`src/rtl/mul_seq.sv`:
```
// Sequential shift-add multiplier, one multiplier bit per cycle, unsigned or
// two's-complement signed (sign-magnitude around an unsigned core).
module mul_seq #(
  parameter int unsigned W = 4
) (
  input  logic           clk,
  input  logic           rst_n,
  input  logic           start,
  input  logic           sgn,
  input  logic [W-1:0]   a,
  input  logic [W-1:0]   b,
  output logic           busy,
  output logic           done,
  output logic [2*W-1:0] p
);

  localparam int unsigned CW = $clog2(W + 1);
  localparam logic [CW-1:0] LAST = CW'(W - 1);

  typedef enum logic [1:0] {S_IDLE, S_CALC, S_DONE} state_t;

  state_t           state_q, state_d;
  logic [2*W-1:0]   mcand_q, mcand_d;
  logic [W-1:0]     mplier_q, mplier_d;
  logic [2*W-1:0]   acc_q, acc_d;
  logic [2*W-1:0]   p_q, p_d;
  logic [CW-1:0]    cnt_q, cnt_d;
  logic             neg_q, neg_d;

  logic [W-1:0]     mag_a, mag_b;
  logic [2*W-1:0]   sum;

  always_comb begin
    // Magnitude of -2^(W-1) is 2^(W-1), which still fits W unsigned bits.
    mag_a = (sgn && a[W-1]) ? (~a + 1'b1) : a;
    mag_b = (sgn && b[W-1]) ? (~b + 1'b1) : b;
    sum   = acc_q + (mplier_q[0] ? mcand_q : '0);

    state_d  = state_q;
    mcand_d  = mcand_q;
    mplier_d = mplier_q;
    acc_d    = acc_q;
    p_d      = p_q;
    cnt_d    = cnt_q;
    neg_d    = neg_q;

    unique case (state_q)
      S_IDLE, S_DONE: begin
        if (start) begin
          mcand_d  = {{W{1'b0}}, mag_a};
          mplier_d = mag_b;
          neg_d    = sgn & (a[W-1] ^ b[W-1]);
          acc_d    = '0;
          cnt_d    = '0;
          state_d  = S_CALC;
        end else begin
          state_d  = S_IDLE;
        end
      end
      S_CALC: begin
        acc_d    = sum;
        mcand_d  = mcand_q << 1;
        mplier_d = mplier_q >> 1;
        cnt_d    = cnt_q + 1'b1;
        if (cnt_q == LAST) begin
          p_d     = neg_q ? -sum : sum;
          state_d = S_DONE;
        end
      end
      default: state_d = S_IDLE;
    endcase
  end

  always_ff @(posedge clk or negedge rst_n) begin
    if (!rst_n) begin
      state_q  <= S_IDLE;
      mcand_q  <= '0;
      mplier_q <= '0;
      acc_q    <= '0;
      p_q      <= '0;
      cnt_q    <= '0;
      neg_q    <= 1'b0;
    end else begin
      state_q  <= state_d;
      mcand_q  <= mcand_d;
      mplier_q <= mplier_d;
      acc_q    <= acc_d;
      p_q      <= p_d;
      cnt_q    <= cnt_d;
      neg_q    <= neg_d;
    end
  end

  assign busy = (state_q == S_CALC);
  assign done = (state_q == S_DONE);
  assign p    = p_q;

endmodule

```
`config.mk`:
```
export PLATFORM = sky130hd
export DESIGN_NAME = mul_seq
export DESIGN_NICKNAME = d
export VERILOG_FILES = /design/src/rtl/mul_seq.sv
export SDC_FILE = /design/constraint.sdc
export NUM_CORES = 1
export LEC_CHECK = 0
export ABC_AREA = 0
export CAP_MARGIN = 0
export CORE_MARGIN = 3
export CORE_UTILIZATION = 55
export CTS_CLUSTER_SIZE = 16
export DETAILED_ROUTE_END_ITERATION = 8
export PLACE_DENSITY_LB_ADDON = 0.2
export SLEW_MARGIN = 20
export SYNTH_ARGS = -nofsm -noshare
export SYNTH_HDL_FRONTEND = slang
export SYNTH_SLANG_ARGS = --single-unit
```
`constraint.sdc`:
```
create_clock -name clk -period 3.3 [get_ports clk]
set_input_delay 0.825 -clock clk [delete_from_list [all_inputs] [get_ports clk]]
set_output_delay 0.825 -clock clk [all_outputs]
set_load 0.02 [all_outputs]
```
* Word-level counts from Yosys, hierarchy flattened
Cells that the tools add are included.
** Storage, ports and cells
- Bits in registers :: 34
- Input bits :: 12
- Word-level logic and storage cells :: 44
** Cells by class
- $add $sub $neg :: 5
- Equal/unequal tests :: 5
- Multiplexer cells :: 15
- Bitwise logic cells :: 4
- Reduce and logical (&&, ||, !) cells :: 8
** Operator list (number)
- $mux 8 :: 4
- $pmux 8 s2 :: 2
- $mux 4 :: 3
- $add 4x1->4 const B :: 2
- $add 8x8->8 :: 1
- $neg 8->8 :: 1
- $not 4->4 :: 2
- $pmux 4 s2 :: 1
- $pmux 3 s2 :: 1
- $reduce_and 2->1 :: 3
- $pmux 2 s2 :: 1
- $add 3x1->3 const B :: 1
- $eq 3x2->1 const B :: 1
- $mux 3 :: 1
- $eq 2x1->1 const B :: 1
- $eq 2x2->1 const B :: 1
- $logic_and 1x1->1 :: 2
- $logic_not 2->1 :: 1
- $mux 2 :: 1
- $ne 2x1->1 const B :: 1
- $ne 2x2->1 const B :: 1
- $reduce_bool 2->1 :: 1
- $reduce_or 2->1 :: 1
- $and 1x1->1 :: 1
- other kinds (2) :: 2

* Depth between registers and ports, before layout
- Word-level depth :: 5
- Mapped depth :: 9
- Gate-level depth less buffers :: 9

* Worst setup path after synthesis
OpenSTA, ideal clock, no wires.
- Path type :: register -> register
- Start :: register mplier_q[0]
- End :: register p_q[7], in the netlist p[7]
- Library setup time :: 0.124 ns
- Arrival :: 2.538 ns
- Data required time :: 3.176 ns
- Slack :: 0.639 ns
- Stages on the path, launching flop included :: 10
- Buffers on the path :: 0
- Path through :: dfrtp_1 > and2_1 > ha_1 > fa_1 > a211oi_2 > nor4b_1 > or4_4 > o31ai_2 > xor2_1 > o21ai_1
** Between the ends
- Cells in the longest elaborated chain, start to end :: 4
** RTL lines
- start, declared :: RTL line 24 : logic [W-1:0] mplier_q, mplier_d;
- start signal, assigned :: RTL line 86 : mplier_q <= mplier_d;
- $mux 8 * :: RTL line 37 : sum = acc_q + (mplier_q[0] ? mcand_q : '0);
- $add 8x8->8 * :: RTL line 37
- $neg 8->8 :: RTL line 66 : p_d = neg_q ? -sum : sum;
- $mux 8 * :: RTL line 66
- end signal, assigned :: RTL line 88 : p_q <= p_d;
- end, declared :: RTL line 26 : logic [2*W-1:0] p_q, p_d;
Mark *: on every way between the ends. The rest lies on a longest branch, timed or not.
A chain may end at the register's enable or synchronous reset.

* Worst setup path in the final report
Ends and elaborated chain as after synthesis.

==> results.json <==
{
  "htreeDepth": 2,
  "finalHoldViolCount": 0,
  "worst_clock_skew_ps": 8.70,
  "worstPathMaxFanout": 9,
  "synth_cell_types": 42,
  "grt_max_degree": 35,
  "cts_tree": "yes",
  "rsz0062_at_grt": "false",
  "ant_nets": 0,
  "grt-ovfl-total": 0,
  "drt-total-wl_mm": 3.76,
  "path_clk_slew_ps": 110,
  "fin_area_sq_um": 2300,
  "leakage_nw": 1.09,
  "yosysSeqAreaShare_pct": 44.2,
  "cts_buffer_depth": 2,
  "die_x_microns": 65.2,
  "drc": 0,
  "final_util_pct": 71.7,
  "place.gp.congestion": 0.851,
  "postCtsSetupBuffers": 0,
  "drtIter0Drc": 48,
  "worst_pin_slew_ps": 461,
  "fmax_mhz": 344,
  "crit_chain": "and2_1 -> ha_1 -> fa_1 -> a211oi_2 -> nor4b_1 -> or4_4 -> o31ai_2 -> xor2_1 -> o21ai_1",
  "cts_resized": 0,
  "ioPinCount": 22,
  "grt_pass1_wl_mm": 6.60,
  "row_count": 20,
  "core_area_sq_um": 3200,
  "crit_arrival_ps": 3140,
  "antenna_found_initial": 0,
  "cp-end-kind": "register",
  "numCtsBuffers": 5,
  "status": "finished clean",
  "synth_fp_nets": 216,
  "die_area_sq_um": 4250,
  "yosysWarningCount": 0,
  "ys_ff_latch": 34,
  "syn_area_sq_um": 1930,
  "synth_area_per_cell_sq_um": 10.1,
  "drive_gt1_share_pct": 9.63,
  "dpl.hpwl_mm": 2.90,
  "nets": 242,
  "crit_path_max_incr_delay_ps": 550,
  "post_drt_wl_per_cell_microns": 14.4,
  "avgViaCountPerCell": 5.72,
  "holdWs_ps": 494,
  "cts-root-buf": "clkbuf_4",
  "fp.dieH_microns": 65.2,
  "required_ps": 3530,
  "num_vias": 1498,
  "slew_headroom_pct": 69.0,
  "clock-sinks": 34,
  "fin_tns_setup_ps": 0,
  "power_density_nw_per_um2": 970,
  "slew_viol_final": 0,
  "setup_viol": 0,
  "finalCritPeriodShare_pct": 88.1,
  "finalCriticalPeriod_ps": 2910,
  "grt_usage_pct": 20.1,
  "first_pass_iters": 4,
  "start_util_pct": 60.2,
  "area_growth_pct": 19.2,
  "hp-class": "reg -> reg",
  "portBuffers": 21,
  "irDropWorstVdd_mv": 0.596,
  "diodes": 0,
  "worstSetupPathType": "reg -> reg",
  "cp_slowest_cell": "or4_4",
  "cp-start-kind": "register",
  "dpl_cell_area_sq_um": 2190,
  "drv_cap": 0,
  "netlist_instances": 191,
  "clk-insertion-delay-late_ps": 340,
  "grt_pass1_vias": 1486,
  "holdBufCountCts": 0
}
cell families (layout without fill, tap and decap cells):
logic type                 count (synthesis)  count (layout)  share of synthesized area (%)
AOI/OAI and AO/OA                         53              53                           19.6
xor gates and xnor gates                  13              13                           6.88
adders and majority gates                 13              13                           8.83
buffers and inverters                     16              43                           3.38
DFF                                       34              34                           44.2
muxes                                      5               5                           2.66
and+or+nand+nor                           57              57                           14.5
cell type report:
class | instances | area (sq um)
multi-input combinational | 141 | 1010
fill | 252 | 906
sequential | 34 | 851
timing repair buffer | 24 | 233
clock inverter | 3 | 68.8
tap | 44 | 55.1
inverter | 11 | 41.3
clock buffer | 5 | 37.5
where the power goes:
part           internal [W]  switching, W
sequential         0.000587      0.000127
combinational      0.000500      0.000628
clock              0.000237      0.000148
total               0.00132      0.000904
per-stage QoR:
step / std cells / power, W / setup WS, ps
4_1_cts: 262 / 0.00224 / 395
3_3_place_gp: 254 / 0.00180 / 547
3_5_place_dp: 254 / 0.00185 / 408
5_1_grt: 262 / 0.00241 / 263
6_report: 262 / 0.00223 / 391
2_1_floorplan: 191 / 0.00151 / 639
sequential cells by signal (all words and copies together), names as in the netlist:
signal / cells
mplier_q: 4
state_q: 2
cnt_q: 3
mcand_q: 8
neg_q: 1
p: 8
acc_q: 8
layer usage:
| layer | wire length (microns) | global-route usage (%) | up-vias | part of all wire, % |
|---|---|---|---|---|
| met1 | 1670 | 23.6 | 734 | 44 |
| met5 | 0 | 0 | - | 0 |
| li1 | - | - | 731 | - |
| met2 | 1890 | 35.5 | 25 | 50 |
| met3 | 133 | 5.30 | 8 | 3.5 |
| met4 | 62 | 6.74 | 0 | 1.6 |
synthesized netlist by cell type:
cell,number,area [sq um]
and2b_1,1,7.51
o41ai_1,1,8.76
o221ai_1,1,8.76
a211oi_2,1,12.5
xnor2_1,5,43.8
nor4b_1,1,8.76
inv_1,9,33.8
and2_1,7,43.8
xnor2_4,1,27.5
fa_1,1,20.0
xor2_1,7,61.3
o31ai_1,2,15.0
a21o_1,2,15.0
o21ai_1,13,65.1
nand2_2,1,6.26
o31ai_2,1,12.5
o211a_1,1,10.0
nand3_1,3,15.0
or2_1,1,6.26
a22o_1,10,87.6
nor3_1,2,10.0
nand2b_1,3,18.8
a32o_1,1,10.0
a221oi_2,1,15.0
mux2i_1,4,40.0
a21oi_1,4,20.0
dfrtp_1,34,851
or4_4,1,11.3
ha_1,12,150
a22oi_1,7,52.6
and3_1,2,12.5
inv_2,2,7.51
o21ai_0,7,35.0
clkbuf_1,2,7.51
mux2_2,1,11.3
o21ba_2,1,10.0
nand2_1,24,90.1
buf_4,1,7.51
nor2b_1,3,18.8
buf_2,1,5.00
buf_1,1,3.75
nor2_1,8,30.0
worst paths after layout:
kind / from / to / slack [ps] / cells past startpoint
max: mplier_q[0]$_DFFE_PN0P_ / p[7]$_DFFE_PN0P_ / 390 / 9
min: cnt_q[0]$_DFFE_PN0P_ / cnt_q[0]$_DFFE_PN0P_ / 490 / 1
max reg2reg: mplier_q[0]$_DFFE_PN0P_ / p[7]$_DFFE_PN0P_ / 390 / 9
min reg2reg: cnt_q[0]$_DFFE_PN0P_ / cnt_q[0]$_DFFE_PN0P_ / 490 / 1
max in group asynchronous: rst_n / mcand_q[5]$_DFFE_PN0P_ / 2130 / 2
min in group asynchronous: rst_n / acc_q[6]$_DFFE_PN0P_ / 870 / 2
critical path: cells and delay by family (launching register included):
family / cells / cell delay, ps
simple gates: 3 / 820
compound gates: 3 / 680
fa+ha+maj: 2 / 630
flops: 1 / 470
xor+xnor: 1 / 180
cells in the final DEF (no fill, tap or decap), drive strengths merged, types with 4 or more instances in the layout:
cell type,n
a22oi,7
o21ai,20
ha,12
a22o,10
inv,11
dfrtp,34
clkbuf,5
xor2,7
nor2,8
a21oi,4
xnor2,6
nand2,25
mux2i,4
clkdlybuf4s50,21
and2,7
Note: power is estimated with default switching activity, not from simulation.
